$ cat config.mk
export PLATFORM = sky130hd
export DESIGN_NAME = c16_sound
export DESIGN_NICKNAME = d
export VERILOG_FILES = /design/src/rtl/c16_sound.sv
export SDC_FILE = /design/constraint.sdc
export NUM_CORES = 1
export LEC_CHECK = 0
export ABC_CLOCK_PERIOD_IN_PS = 3400
export CAP_MARGIN = 0
export CORE_ASPECT_RATIO = 0.75
export CORE_UTILIZATION = 56
export DETAILED_ROUTE_END_ITERATION = 7
export PLACE_DENSITY = 0.76
export RECOVER_POWER = 100
export SKIP_LAST_GASP = 1
export SLEW_MARGIN = 20
export SYNTH_ARGS = -nofsm -noshare
export SYNTH_HDL_FRONTEND = slang
export SYNTH_SLANG_ARGS = --single-unit
export TNS_END_PERCENT = 20
$ cat constraint.sdc
create_clock -name clk -period 3.4 [get_ports clk]
set_input_delay 1.02 -clock clk [delete_from_list [all_inputs] [get_ports clk]]
set_output_delay 1.02 -clock clk [all_outputs]
set_load 0.05 [all_outputs]
$ cat src/rtl/c16_sound.sv
// c16_sound -- four-channel tone/noise sound generator.
//
// Takes CPU register stores on the sound write port and produces a mixed
// unsigned PCM sample stream at a fixed rate.
//
// Each channel has four registers, selected by w_param:
//   0 = period
//   1 = volume
//   2 = length (0 = play forever)
//   3 = control (bit0 enable, bit1 noise)
//
// Each channel runs either a square-wave oscillator or an LFSR noise
// oscillator. A length counter can stop the channel automatically. The four
// channel outputs are summed into one sample.
//
// Parameters:
//   TICK_DIV   : clocks per oscillator tick
//   ENV_DIV    : clocks per length-counter tick
//   SAMPLE_DIV : clocks per output sample
//
// Ports:
//   clk          : system clock
//   resetn       : asynchronous reset, active-low
//   snd_wen      : one-cycle register write strobe
//   w_param[1:0] : register select
//   w_index[10:0]: channel select; only [1:0] is used
//   w_val[15:0]  : write data
//   sample_out   : latched mixed sample, unsigned
//   sample_valid : one-cycle strobe when sample_out updates
//   active[3:0]  : per-channel running status
module c16_sound #(
    parameter int TICK_DIV   = 50,
    parameter int ENV_DIV    = 50000,
    parameter int SAMPLE_DIV = 1042
) (
    input  logic        clk,
    input  logic        resetn,
    input  logic        snd_wen,
    input  logic [1:0]  w_param,
    input  logic [10:0] w_index,
    input  logic [15:0] w_val,
    output logic [9:0]  sample_out,
    output logic        sample_valid,
    output logic [3:0]  active
);

    localparam int TICK_W = $clog2(TICK_DIV   > 1 ? TICK_DIV   : 2);
    localparam int ENV_W  = $clog2(ENV_DIV    > 1 ? ENV_DIV    : 2);
    localparam int SAMP_W = $clog2(SAMPLE_DIV > 1 ? SAMPLE_DIV : 2);

    localparam logic [1:0] P_PERIOD = 2'd0;
    localparam logic [1:0] P_VOL    = 2'd1;
    localparam logic [1:0] P_LEN    = 2'd2;
    localparam logic [1:0] P_CTRL   = 2'd3;

    // Upper channel-select bits are reserved.
    logic unused_index;
    assign unused_index = ^w_index[10:2];

    // ------------------------------------------------------------------
    // Free-running prescalers.
    // Each counts 0..DIV-1 and pulses while sitting at DIV-1.
    // ------------------------------------------------------------------
    logic [TICK_W-1:0] tick_cnt_reg;
    logic [ENV_W-1:0]  env_cnt_reg;
    logic [SAMP_W-1:0] samp_cnt_reg;
    logic              tick_pulse;
    logic              env_pulse;
    logic              samp_pulse;

    assign tick_pulse = (tick_cnt_reg == TICK_W'(TICK_DIV - 1));
    assign env_pulse  = (env_cnt_reg  == ENV_W'(ENV_DIV - 1));
    assign samp_pulse = (samp_cnt_reg == SAMP_W'(SAMPLE_DIV - 1));

    always_ff @(posedge clk or negedge resetn) begin
        if (!resetn) begin
            tick_cnt_reg <= '0;
            env_cnt_reg  <= '0;
            samp_cnt_reg <= '0;
        end else begin
            tick_cnt_reg <= tick_pulse ? '0 : tick_cnt_reg + 1'b1;
            env_cnt_reg  <= env_pulse  ? '0 : env_cnt_reg  + 1'b1;
            samp_cnt_reg <= samp_pulse ? '0 : samp_cnt_reg + 1'b1;
        end
    end

    // Per-channel mixer contribution (0 when silent).
    logic [3:0][7:0] term;

    // ------------------------------------------------------------------
    // Channels
    // ------------------------------------------------------------------
    for (genvar gi = 0; gi < 4; gi++) begin : g_ch
        logic [15:0] period_reg;
        logic [7:0]  vol_reg;
        logic [15:0] len_reg;
        logic [15:0] phase_ctr_reg;
        logic [15:0] len_ctr_reg;
        logic        noise_reg;
        logic        level_reg;
        logic        active_reg;
        logic [14:0] lfsr_reg;
        logic [14:0] lfsr_next;
        logic        ch_sel;
        logic        restart;

        assign ch_sel    = snd_wen && (w_index[1:0] == 2'(gi));
        assign restart   = ch_sel && (w_param == P_CTRL);
        assign lfsr_next = {lfsr_reg[13:0], lfsr_reg[14] ^ lfsr_reg[13]};

        // Plain register writes; these never disturb a running tone.
        always_ff @(posedge clk or negedge resetn) begin
            if (!resetn) begin
                period_reg <= '0;
                vol_reg    <= '0;
                len_reg    <= '0;
            end else if (ch_sel) begin
                if (w_param == P_PERIOD) begin
                    period_reg <= w_val;
                end
                if (w_param == P_VOL) begin
                    vol_reg <= w_val[7:0];
                end
                if (w_param == P_LEN) begin
                    len_reg <= w_val;
                end
            end
        end

        // Oscillator and length counter.
        // A control write restarts the channel and takes priority over any
        // tick, env pulse or length expiry in the same cycle.
        always_ff @(posedge clk or negedge resetn) begin
            if (!resetn) begin
                active_reg    <= 1'b0;
                noise_reg     <= 1'b0;
                phase_ctr_reg <= '0;
                len_ctr_reg   <= '0;
                level_reg     <= 1'b1;
                lfsr_reg      <= 15'h7FFF;
            end else if (restart) begin
                active_reg    <= w_val[0];
                noise_reg     <= w_val[1];
                phase_ctr_reg <= period_reg;
                len_ctr_reg   <= len_reg;
                level_reg     <= 1'b1;
                lfsr_reg      <= 15'h7FFF;
            end else if (active_reg) begin
                if (tick_pulse) begin
                    if (phase_ctr_reg == '0) begin
                        phase_ctr_reg <= period_reg;
                        if (noise_reg) begin
                            lfsr_reg  <= lfsr_next;
                            level_reg <= lfsr_next[0];
                        end else begin
                            level_reg <= ~level_reg;
                        end
                    end else begin
                        phase_ctr_reg <= phase_ctr_reg - 1'b1;
                    end
                end
                // len_ctr holds the length latched at restart.
                // Zero there means "infinite", so it never counts.
                if (env_pulse && (len_ctr_reg != '0)) begin
                    len_ctr_reg <= len_ctr_reg - 1'b1;
                    if (len_ctr_reg == 16'd1) begin
                        active_reg <= 1'b0;
                    end
                end
            end
        end

        assign active[gi] = active_reg;
        assign term[gi]   = (active_reg && level_reg) ? vol_reg : 8'd0;
    end

    // ------------------------------------------------------------------
    // Mixer and output latch
    // ------------------------------------------------------------------
    logic [9:0] mix_next;
    logic [9:0] mix_reg;

    // Four 8-bit terms cannot exceed 10 bits (max 0x3FC).
    always_comb begin
        mix_next = 10'(term[0]) + 10'(term[1]) + 10'(term[2]) + 10'(term[3]);
    end

    always_ff @(posedge clk or negedge resetn) begin
        if (!resetn) begin
            mix_reg      <= '0;
            sample_out   <= '0;
            sample_valid <= 1'b0;
        end else begin
            mix_reg      <= mix_next;
            sample_valid <= samp_pulse;
            if (samp_pulse) begin
                sample_out <= mix_reg;
            end
        end
    end

endmodule

==> run_results.csv <==
group,metric,value,unit
clocking,cts_tree,"yes",
route,routedWlPerCell,19.7,µm
clocking,clkTransAtPathRegs,0.07,ns
worst_setup_path,reg2reg_depth,11,
worst_setup_path,rrSetupSlack,0.20,ns
logic_synthesis,synth-compound-area-share,9.43,%
power_and_ir_drop,cellLeakagePower,0.00980,µW
sta,whs,0.458,ns
power_and_ir_drop,p_clk_share,33.2,%
logic_synthesis,synth_seq_area_share,50.8,%
floorplanning,start_util,57.1,%
worst_setup_path,worstSetupStartpointType,"register",
logic_synthesis,synth_xor_area_share,3.03,%
layout,fill_cells,2854,
clocking,cts_root_buf,"clkbuf_16",
sta,timing.slew.headroom,-5.80,%
logic_synthesis,synth_simple_gate_area_share,18.1,%
sta,finalWorstSetupSlack,0.163,ns
route,routed_wl,49100,µm
sta,grt_setup_unrepaired,"no",
sta,post-route-period-util,95.2,%
logic_synthesis,synthArstFlopShare,100,%
logic_synthesis,avgSynthCellArea,10.6,µm²
sta,hold_viol_final,0,
sta,slew_violations,65,
layout,syn2layout_area_growth,11.4,%
min_path,hold_depth,1,
worst_setup_path,path_max_fanout,9,
clocking,cts_buffers,41,
worst_setup_path,crit_arrival,2.22,ns
run_status,violations,"max-capacitance violations, max-slew violations",
clocking,insertion_delay,0.56,ns
place,routabilityCongestion,0.935,
place,dp_slack,-0.00310,ns
place,portBuffers,37,
floorplanning,die_area,37400,µm²
route,dr_total_vias,15319,
logic_synthesis,synthAdderAreaFrac,3.39,%
logic_synthesis,synth_edf_count,0,
global_routing,antenna_found_initial,2,
floorplanning,row_count,60,
logic_synthesis,ys_types,84,
power_and_ir_drop,internal_power,10000,µW
logic_synthesis,synthMuxAreaShare,11.9,%
global_routing,grt_pass1_vias,14983,
route,ant_nets,0,
global_routing,grt.busiest_layer,"met2",
layout,seq_area,10400,µm²
layout,final_common_cell,"dfrtp_1",
logic_synthesis,synth_ff_type,"dfrtp_1",
sta,fmax,0.309,GHz
worst_setup_path,end_kind,"output pin",
floorplanning,core,36000,µm²
clocking,htree_levels,2,
logic_synthesis,yosysWarnings,0,
layout,nets,2064,
power_and_ir_drop,seqPwrFrac,46.2,%
floorplanning,pin_count,47,
logic_synthesis,synth_seq_cells,414,
route,drc,0,
place,dpl.hpwl,32300,µm
layout,multi_input_area,9400,µm²
global_routing,globalRoute.totalOverflow,0,
floorplanning,die_x,223,µm
logic_synthesis,synth_top_family_by_area,"simple AND/OR/NAND/NOR gates",
job,drv_cap,1,
layout,final_cell_mix,"349 x dfrtp_1, 177 x nand2_1, 171 x mux2_2",
power_and_ir_drop,netSwitchingFraction,29.9,%
global_routing,grt_max_degree,85,
logic_synthesis,synth_area,20500,µm²
global_routing,met2_usage,41.6,%
floorplanning,die_h,168,µm
power_and_ir_drop,power_switching,4280,µW
route,drt_first_pass_iters,5,
power_and_ir_drop,power,14300,µW
power_and_ir_drop,powerDensity,625,nW/µm²
worst_setup_path,cp.required,2.38,ns
route,viasPerCell,6.17,
route,drt_iter0_markers,1363,
run_status,outcome,"finished, violations left",
sta,period_minus_slack,3.24,ns
global_routing,use_met1,40.0,%
power_and_ir_drop,pwr-share-comb,20.6,%
clocking,cts.sinks,414,
sta,skew,0.0168,ns
global_routing,grt_usage,27.0,%
logic_synthesis,syn_inst,1940,
sta,setup_violations,0,
worst_setup_path,crit_type,"reg -> out",
logic_synthesis,synth_nets,2018,
clocking,cts_buffer_depth,3,
power_and_ir_drop,ir_drop,0.000462,V
sta,worst_slew_pin_slew,1.59,ns
layout,final_util,63.6,%
layout,final_layout_size_suffix_gt1_share,18.3,%
min_path,hp-class,"reg -> reg",
global_routing,grtUsageMet3,3.47,%
global_routing,grt_pass1_wl,80700,µm
==> layer usage <==
metal	part of all wire, %	vias up	routed length, µm
met1	46	7698	22600
met4	2.7	0	1340
met5	0	-	0
li1	-	7068	-
met3	5.7	88	2780
met2	46	465	22400
==> worst paths after layout <==
kind | to | from
min in group asynchronous | g_ch[0].phase_ctr_reg[2] | resetn
min | sample_out[5] | mix_reg[5]
max | active[1] | g_ch[1].active_reg
min reg2reg | sample_out[5] | mix_reg[5]
max in group asynchronous | g_ch[3].len_reg[7] | resetn
max reg2reg | mix_reg[7] | g_ch[1].level_reg
==> cells in the mapped netlist, types with 28 or more instances <==
library cell  number  share of area (%)
nor3_1            69                1.7
and3_1            34                1.0
ha_1              30                1.8
a21oi_1           52                1.3
dfstp_2           64                8.2
xor2_1            34                1.5
clkbuf_1          95                1.7
mux2i_1           46                2.2
nand3_1           81                2.0
dfrtp_1          350                 43
o21ai_0           90                2.2
nor4_1            33                1.0
nand4_1           35                1.1
xnor2_1           37                1.6
nor2_1           148                2.7
mux2_2           172                9.4
nand2_1          177                3.2
inv_1             68                1.2
or3_1             28               0.85
==> critical path: stages, from the launching register on <==
cell and delay [ns]:
dfrtp_1 0.47, buf_4 0.22, dlygate4sd3_1 0.96
==> power by group through the flow <==
| stage | registers [µW] | logic, µW | clock network, µW |
|---|---|---|---|
| finish | 6590 | 2950 | 4750 |
| global placement | 6590 | 2810 | 0 |
| floorplan | 6430 | 2170 | 0 |
| detailed placement | 6640 | 2940 | 0 |
| CTS | 6580 | 2960 | 4830 |
| global route | 6720 | 3290 | 5030 |
==> area by class of cell <==
| class | count | area share [%] |
|---|---|---|
| multi-input cells | 1353 | 41.1 |
| repair buffers | 108 | 3.41 |
| diodes | 1 | 0.0109 |
| clock inverters | 12 | 0.711 |
| clock buffers | 63 | 5.43 |
| well taps | 465 | 2.54 |
| flip-flops and latches | 414 | 45.7 |
| inverters | 68 | 1.12 |
==> per-stage QoR <==
stage | cells | cell area [µm²] | TNS [ns]
after floorplan | 1940 | 20500 | 0
after global placement | 2408 | 21700 | 0
after detailed placement | 2408 | 21700 | -0.00310
after CTS | 2483 | 23100 | 0
after global routing | 2484 | 22900 | 0
final | 2484 | 22900 | 0
==> what timing repair did <==
action	in CTS	in global routing
hold buffers	0	0
gates resized for setup	1	6
cloned	0	0
pin swaps	0	2
setup buffers	0	0
endpoints found under the setup margin	1	2
==> cells by family after synthesis <==
kind of cell	count (synthesis)
DFF	414
and+or+nand+nor	719
xor gates and xnor gates	71
buffers and inverters	173
muxes	222
adders and majority gates	46
AOI/OAI and AO/OA	295
(Power assumes the default switching activity.)
